### config.mk
export PLATFORM = sky130hd
export DESIGN_NAME = spi_slave_if
export DESIGN_NICKNAME = d
export VERILOG_FILES = /design/src/rtl/spi_slave_if.sv
export SDC_FILE = /design/constraint.sdc
export NUM_CORES = 1
export LEC_CHECK = 0
export ABC_AREA = 0
export ABC_CLOCK_PERIOD_IN_PS = 3800
export CORE_MARGIN = 2
export CORE_UTILIZATION = 58
export CTS_CLUSTER_DIAMETER = 200
export DETAILED_ROUTE_END_ITERATION = 8
export PLACE_DENSITY = 0.82
export SETUP_SLACK_MARGIN = 0.2
export SYNTH_ARGS = -nofsm -noshare
export SYNTH_HDL_FRONTEND = slang
export SYNTH_SLANG_ARGS = --single-unit
### constraint.sdc
create_clock -name clk -period 3.8 [get_ports clk]
set_input_delay 0.76 -clock clk [delete_from_list [all_inputs] [get_ports clk]]
set_output_delay 0.76 -clock clk [all_outputs]
set_load 0.05 [all_outputs]
### src/rtl/spi_slave_if.sv
// SPI slave front-end: deserialises MOSI frames into RAM command words and
// serialises the RAM read byte back out on MISO.
module spi_slave_if #(
   parameter int FRAME_W = 10,
   parameter int DATA_W  = 8
) (
   input  logic               clk,
   input  logic               rst_n,
   input  logic               SS_n,
   input  logic               MOSI,
   output logic               MISO,
   output logic [FRAME_W-1:0] rx_data,
   output logic               rx_valid,
   input  logic [DATA_W-1:0]  tx_data,
   input  logic               tx_valid
);

   typedef enum logic [2:0] {IDLE, CHK_CMD, WRITE, READ_ADD, READ_DATA} state_t;
   // Sub-phase shared by the three frame states: receive, await RAM, shift out, hold.
   typedef enum logic [1:0] {PH_RX, PH_WAIT, PH_SHIFT, PH_HOLD} phase_t;

   state_t              state;
   phase_t              phase;
   logic [3:0]          cnt;
   logic [FRAME_W-2:0]  sh_in;
   logic [DATA_W-1:0]   sout;
   logic                rd_addr_pending;

   always_ff @(posedge clk or negedge rst_n) begin
      if (!rst_n) begin
         state           <= IDLE;
         phase           <= PH_RX;
         cnt             <= '0;
         sh_in           <= '0;
         sout            <= '0;
         rd_addr_pending <= 1'b0;
         MISO            <= 1'b0;
         rx_data         <= '0;
         rx_valid        <= 1'b0;
      end else begin
         rx_valid <= 1'b0;
         if (state != IDLE && SS_n) begin
            // Abort: a partial frame is dropped, rx_data keeps its last value.
            state <= IDLE;
            phase <= PH_RX;
            cnt   <= '0;
            MISO  <= 1'b0;
         end else begin
            case (state)
               IDLE: begin
                  MISO <= 1'b0;
                  if (!SS_n) begin
                     state <= CHK_CMD;
                     phase <= PH_RX;
                     cnt   <= '0;
                  end
               end
               CHK_CMD: begin
                  cnt   <= '0;
                  phase <= PH_RX;
                  if (!MOSI)                state <= WRITE;
                  else if (rd_addr_pending) state <= READ_DATA;
                  else                      state <= READ_ADD;
               end
               WRITE, READ_ADD, READ_DATA: begin
                  case (phase)
                     PH_RX: begin
                        sh_in <= {sh_in[FRAME_W-3:0], MOSI};
                        if (cnt == 4'(FRAME_W-1)) begin
                           rx_data  <= {sh_in, MOSI};
                           rx_valid <= 1'b1;
                           cnt      <= '0;
                           if (state == READ_ADD) rd_addr_pending <= 1'b1;
                           phase <= (state == READ_DATA) ? PH_WAIT : PH_HOLD;
                        end else begin
                           cnt <= cnt + 4'd1;
                        end
                     end
                     PH_WAIT: begin
                        if (tx_valid) begin
                           sout            <= tx_data;
                           rd_addr_pending <= 1'b0;
                           phase           <= PH_SHIFT;
                        end
                     end
                     PH_SHIFT: begin
                        MISO <= sout[DATA_W-1];
                        sout <= {sout[DATA_W-2:0], 1'b0};
                        if (cnt == 4'(DATA_W-1)) begin
                           cnt   <= '0;
                           phase <= PH_HOLD;
                        end else begin
                           cnt <= cnt + 4'd1;
                        end
                     end
                     PH_HOLD: MISO <= 1'b0;
                     default: phase <= PH_HOLD;
                  endcase
               end
               default: state <= IDLE;
            endcase
         end
      end
   end

endmodule

Word-level counts from Yosys, hierarchy flattened:

Index checks and enable logic that the tools add are counted.

* bits in registers: 39
* bits of input ports: 13

* muxes and demuxes: 32
* bitwise gates (word level): 1
* add/sub/neg operators: 1
* eq/ne operators: 20
* reduce and logical (&&, ||, !) cells: 17

Operators by type and width (number)
* $mux W4: 4
* $pmux W8 S2: 1
* $mux W2: 6
* $mux W3: 4
* $ne A4 B4 Y1 const B: 3
* $pmux W2 S3: 2
* $pmux W4 S3: 1
* $reduce_and A6 Y1: 2
* $pmux W3 S3: 1
* $mux W1: 8
* $mux W8: 1
* $ne A2 B2 Y1 const B: 4
* $ne A4 B3 Y1 const B: 2
* $pmux W4 S2: 1
* $reduce_and A4 Y1: 2
* $eq A3 B2 Y1 const B: 2
* $pmux W1 S2: 3
* $reduce_and A3 Y1: 2
* $reduce_bool A3 Y1: 2
* $ne A5 B3 Y1 const B: 1
* $add A4 B1 Y4 const B: 1
* $eq A2 B2 Y1 const B: 2
* $eq A4 B3 Y1 const B: 1
* $eq A4 B4 Y1 const B: 1
* other kinds (12): 14

Longest topological paths before layout:

Gate-level depths: netlist of run 1.

* depth after elaboration: 6
* depth in mapped cells: 8

Worst setup path after synthesis of run 1:

OpenSTA, ideal clock, no wires.

* path kind: input -> register
* from: input SS_n
* to: register rx_data[0]
* arrival: 1.943 ns
* required time: 3.675 ns
* cell stages on the path: 5
* setup slack: 1.732 ns
* buffers on the path: 2
* path through: clkbuf_1 o21bai_4 or3_4 buf_6 mux2_4

* cells in the longest elaborated chain, start to end: 3

Ends and longest elaborated chain
* start, declared: line 9 `input logic SS_n,`
* $logic_and A1 B1 Y1: line 42 `if (state != IDLE && SS_n) begin`
* $not A1 Y1 (no source line)
* $reduce_and A4 Y1 (no source line)
* end signal, assigned: line 70 `rx_data <= {sh_in, MOSI};`
* end, declared: line 12 `output logic [FRAME_W-1:0] rx_data,`

No other way between the ends.
A chain may end at the register's enable or synchronous reset.

Final worst setup path of run 1:

* from: register MISO
* to: output MISO

RTL lines
* start, declared: line 11 `output logic MISO,`
* start signal, assigned: line 87 `MISO <= sout[DATA_W-1];`

No word-level cell between the ends.

==> reports/qor.csv, run 1 <==
metric,value,unit
cts_tree,done,
crit_arrival,1.56,ns
drc,0,
slew_headroom,44.2,%
setup_violations,0,
grtUsageTotal,20.6,%
cp-start-kind,flip-flop,
clock_path_buffers,2,
timing.fmax,431,MHz
synth-simple-area-share,12.7,%
drtAntennaViolNets,0,
seq_area,976,µm²
crit_chain,clkdlybuf4s50_1,
grt_pass1_wl,5560,µm
min_period,2.32,ns
p_leak,1.03,nW
timing.final.crit_share,61.1,%
wl_per_cell,14.3,µm
cts_setup_buffers,0,
status,"complete, no violations",
synth_adder_area_share,4.56,%
tightestPinTransition,0.826,ns
powerDensity,388,nW/µm²
synth_top_family_by_area,multiplexers,
area_delta_synth_final,16.7,%
muxShareOfSynthArea,16.5,%
start_util,61.9,%
syn_area_per_cell,11.6,µm²
hold_path.class,primary input to async pin,
synthXorXnorAreaFrac,0,%
synth_compound_area_share,11.0,%
slew_viol_final,0,
reg2reg_depth,5,
cts-resized-gates,0,
core_area,3100,µm²
crit_cells,1,
die_h,61.6,µm
cts_root_buffer,clkbuf_4,
netlist_instances,165,
ys_seq_elements,39,
endpoint_kind,output pin,
antenna_cells,0,
grt_overflow,0,
max_stage_delay,0.83,ns
grt_max_degree,40,
ir_drop,229,µV
dieArea,3790,µm²
cap_violations,0,
nets,208,
place_congestion,0.894,
critPathSlowestCell,clkdlybuf4s50_1,
cts.sinks,39,
multi_input_area,861,µm²
rsz0062_at_grt,false,
dieWidth,61.6,µm
cp_top_family,buffers and inverters,
num_rows,20,
critPathRequiredTime,3.04,ns
finalHoldViolCount,0,
timing_worst_setup_path_type,flip-flop to output pin,
dpl.hpwl,2430,µm
routed_wl,3340,µm
crit_fanout,3,
drive_above_1_share,18.5,%
nFillCells,221,
critPathBufInv,1,
finalPower,0.870,mW
dr.first_iter.drc_count,73,
antenna_found_initial,0,
ys_seq_area_share,50.8,%
htree_levels,2,
most-common-layout-cells,"dfrtp_1, clkdlybuf4s50_1, nand2_1",
vias_per_cell,5.58,
path_clk_slew,0.12,ns
grt_pass1_vias,1273,
tns,0,ns
hold_buffers,0,
yosysWarnings,0,
fin_skew,0.0102,ns
firstDrtPassIters,4,
synthDistinctLibCells,40,
port_buffers,24,
synthesis.area,1920,µm²
synth_fp_nets,185,
clk_latency,0.35,ns
vias,1299,
cts_inserted_buffers,5,
io_pins,25,
layout_commonest_cell,dfrtp_1,
[cell usage after synthesis (all sizes together)]
| cell | instances | share of area (%) |
|---|---|---|
| or4b | 1 | 0.52 |
| nor3b | 2 | 1.4 |
| inv | 9 | 1.8 |
| a31oi | 1 | 0.33 |
| nand4b | 1 | 0.46 |
| nor4b | 1 | 0.46 |
| nand3b | 1 | 0.39 |
| o22ai | 2 | 0.65 |
| a21oi | 8 | 2.1 |
| nand3 | 2 | 0.52 |
| o21bai | 2 | 1.4 |
| nand2b | 5 | 1.6 |
| nor2b | 2 | 0.78 |
| a221o | 1 | 0.52 |
| or3 | 1 | 0.59 |
| ha | 7 | 4.6 |
| mux2 | 19 | 13 |
| a22o | 1 | 0.46 |
| or2 | 1 | 0.33 |
| o21ai | 13 | 3.4 |
| dfrtp | 39 | 51 |
| o21ba | 1 | 0.52 |
| or3b | 1 | 0.46 |
| nor2 | 6 | 1.2 |
| nand2 | 14 | 2.7 |
| a21o | 2 | 0.78 |
| buf | 6 | 2.3 |
| a2111oi | 1 | 0.46 |
| mux2i | 7 | 3.6 |
| nor3 | 5 | 1.3 |
| o41ai | 1 | 0.46 |
| clkbuf | 2 | 0.39 |
[logic make-up after synthesis]
logic type	Yosys count
flops	39
buf+inv	17
compound gates	33
simple gates	43
mux	26
fa+ha+maj	7
[worst paths after layout]
kind	from	to	slack, ns
worst max register to register	phase[0]	cnt[3]	1.55
min in group clk	sout[2]	sout[2]	0.50
worst max-delay path	MISO	MISO	1.48
worst min register to register	sout[2]	sout[2]	0.50
max in group asynchronous	rst_n	sout[5]	2.79
worst min-delay path	rst_n	sh_in[4]	0.49
[state kept, by name, indices dropped and copies added (netlist names)]
name and count:
MISO 1, cnt 4, phase 2, rd_addr_pending 1, rx_data 10, rx_valid 1, sh_in 9, sout 8
state 3
[per-layer routing]
metal  GRT usage [%]  vias up  routed length (µm)
met4            8.51        0                  65
met1            25.4      645                1460
met2            33.5       24                1690
met3            6.51        7                 118
li1                -      623                   -
met5               0        -                   0
[report_power, final]
group | internal (mW) | leakage [nW] | total [mW] | switching [mW]
combinational | 0.0562 | 0.458 | 0.0931 | 0.0369
clock | 0.138 | 0.0452 | 0.281 | 0.142
sequential | 0.460 | 0.529 | 0.496 | 0.0358
total | 0.655 | 1.03 | 0.870 | 0.215
[through the flow]
stage,utilization (%),hold slack (ns),std cells,area (µm²),setup slack [ns]
global placement,69.6,0.462,225,2160,1.31
floorplan,-,0.450,165,1920,1.73
CTS,72.3,0.501,233,2240,1.46
global route,72.3,0.525,233,2240,1.35
finish,72.3,0.491,233,2240,1.48
detailed placement,69.6,0.474,225,2160,1.23
[layout make-up]
cell class	instances	share of cell area, %
clock buffers	5	1.67
clock inverters	3	1.95
inverters	9	1.51
multi-input cells	109	38.4
flip-flops and latches	39	43.5
well taps	44	2.46
repair buffers	24	10.5
Power figures use the tool's default switching activity.
==> run 2: changes to the inputs <==
--- a/config.mk
+++ b/config.mk
@@ -6,12 +6,12 @@
 export NUM_CORES = 1
 export LEC_CHECK = 0
 export ABC_AREA = 0
-export ABC_CLOCK_PERIOD_IN_PS = 3800
+export ABC_CLOCK_PERIOD_IN_PS = 2100
 export CORE_MARGIN = 2
-export CORE_UTILIZATION = 58
+export CORE_UTILIZATION = 49
 export CTS_CLUSTER_DIAMETER = 200
 export DETAILED_ROUTE_END_ITERATION = 8
-export PLACE_DENSITY = 0.82
+export PLACE_DENSITY = 0.74
 export SETUP_SLACK_MARGIN = 0.2
 export SYNTH_ARGS = -nofsm -noshare
 export SYNTH_HDL_FRONTEND = slang
==> constraint.sdc (replaced) <==
create_clock -name clk -period 2.1 [get_ports clk]
set_input_delay 0.42 -clock clk [delete_from_list [all_inputs] [get_ports clk]]
set_output_delay 0.42 -clock clk [all_outputs]
set_load 0.05 [all_outputs]
==> reports/qor.csv, run 2 (synthesis gave the netlist of run 1 again) <==
metric,value,unit,change
endpoint_kind,flip-flop,,
cap_violations,0,,unchanged
grt_overflow,0,,unchanged
dr.first_iter.drc_count,59,,-19%
crit_fanout,11,,+8
dieWidth,66.6,µm,+8.2%
grtUsageTotal,18.0,%,-2.6 points
num_rows,22,,+10%
rrSetupSlack,0.26,ns,-1.29 ns
largest_register,rx_data,,
path_clk_slew,0.08,ns,-0.04 ns
p_leak,1.27,nW,+23%
io_pins,25,,unchanged
r2r_end,rx_data[2],,
critPathRequiredTime,2.28,ns,-0.76 ns
vias,1295,,-0.31%
antenna_found_initial,0,,unchanged
timing.fmax,544,MHz,
slew_viol_final,0,,unchanged
slew_headroom,44.7,%,+0.51 points
dieArea,4440,µm²,+17%
rsz0062_at_grt,true,,
port_buffers,24,,unchanged
cts_inserted_buffers,5,,unchanged
timing.final.crit_share,87.5,%,
multi_input_area,886,µm²,+2.9%
drtAntennaViolNets,0,,unchanged
hold_buffers,0,,unchanged
finalPower,1.72,mW,+98%
largest_registers,"rx_data (10), sh_in (9), sout (8)",,
powerDensity,727,nW/µm²,+87%
cts.sinks,39,,unchanged
critPathCapture,rx_data[2],,
most-common-layout-cells,"dfrtp_1, nand2_1, clkdlybuf4s50_1",,
ir_drop,422,µV,+85%
nFillCells,283,,+28%
core_area,3720,µm²,+20%
wl_per_cell,14.3,µm,-0.37%
timing_worst_setup_path_type,flip-flop to flip-flop,,
grt_pass1_vias,1385,,+8.8%
clk_latency,0.29,ns,-0.06 ns
tightestPinTransition,0.830,ns,+0.00324 ns
fin_skew,0.00605,ns,-0.00412 ns
r2r-start,state[2],,
grt_pass1_wl,6000,µm,+7.9%
grt_max_degree,40,,unchanged
reg2reg_depth,4,,-1
startpoint,state[2],,
die_h,66.6,µm,+8.2%
seq_area,978,µm²,+0.26%
finish.utilization,63.8,%,-8.5 points
largest_reg_flops,10,,unchanged
hold_path.class,primary input to async pin,,
status,"complete, no violations",,
nets,213,,+2.4%
cts_setup_buffers,0,,unchanged
cp-start-kind,flip-flop,,
firstDrtPassIters,5,,+1
area_delta_synth_final,23.3,%,
crit_arrival,2.02,ns,+0.46 ns
place_congestion,0.820,,-8.3%
start_util,51.7,%,-10 points
antenna_cells,0,,unchanged
drc,0,,unchanged
routed_wl,3450,µm,+3.5%
dpl.hpwl,2470,µm,+1.8%
drive_above_1_share,23.7,%,+5.2 points
cts_tree,done,,
finalHoldViolCount,0,,unchanged
min_period,1.84,ns,
clock_path_buffers,2,,unchanged
htree_levels,2,,unchanged
setup_violations,0,,unchanged
layout_commonest_cell,dfrtp_1,,
cts_root_buffer,clkbuf_8,,
vias_per_cell,5.35,,-4.0%
run 2: changes by cell type in the layout (fill, tap and decap cells not counted), moves of 2 or more:
cell,previous run,this run
dlymetal6s2s_1,0,10
clkbuf_4,5,0
clkdlybuf4s50_1,23,12
clkbuf_8,0,5
dfrtp_2,0,2
buf_4,0,5
dfrtp_1,39,37
run 2: repair_timing:
item / 4_1_cts / 5_1_grt
resized for setup: 1 / 17
endpoints found under the hold margin: 0 / 0
endpoints found under the setup margin: 1 / 41
run 2: final cells by class:
cell class                 count  area share (%)
timing repair buffer          29            12.5
sequential                    39            41.3
clock inverter                 3            1.95
multi-input combinational    109            37.4
inverter                       9            1.43
tap                           48            2.53
clock buffer                   5            2.90
run 2: layer usage:
layer	part of all wire, %	GRT usage, %
met4	1.1	5.87
met5	0	0
met3	5.4	5.57
met2	50	31.9
met1	44	20.6
run 2: worst min-delay path by stage:
stage          slack (ns)  depth (start not counted)     from         end
2_1_floorplan        0.12                          0    rst_n        MISO
3_3_place_gp         0.46                          2  sout[3]     sout[3]
3_5_place_dp         0.47                          2  sout[3]     sout[3]
4_1_cts              0.25                          1    rst_n  rx_data[6]
5_1_grt              0.28                          1    rst_n  rx_data[6]
6_report             0.21                          1    rst_n  rx_data[6]
run 2: stage by stage:
step | hold WS, ns | instance area, µm² | std cells | setup WS [ns] | TNS [ns]
final | 0.214 | 2370 | 242 | 0.262 | 0
after global routing | 0.281 | 2370 | 242 | 0.181 | 0
after CTS | 0.252 | 2320 | 242 | 0.203 | 0
after detailed placement | 0.470 | 2200 | 234 | -0.0253 | -0.0621
after global placement | 0.462 | 2200 | 234 | 0.0644 | 0
after floorplan | 0.124 | 1920 | 165 | 0.335 | 0
run 2: worst max-delay path, stage by stage, from the launching register on:
cell and delay [ns]:
dfrtp_2 0.49, nor3b_4 0.30, o21bai_4 0.13, or3_4 0.49, mux2_4 0.32
run 2: where the power goes:
part / internal [mW] / switching [mW]
Sequential: 0.834 / 0.0713
Clock: 0.358 / 0.275
Combinational: 0.111 / 0.0752
Total: 1.30 / 0.422
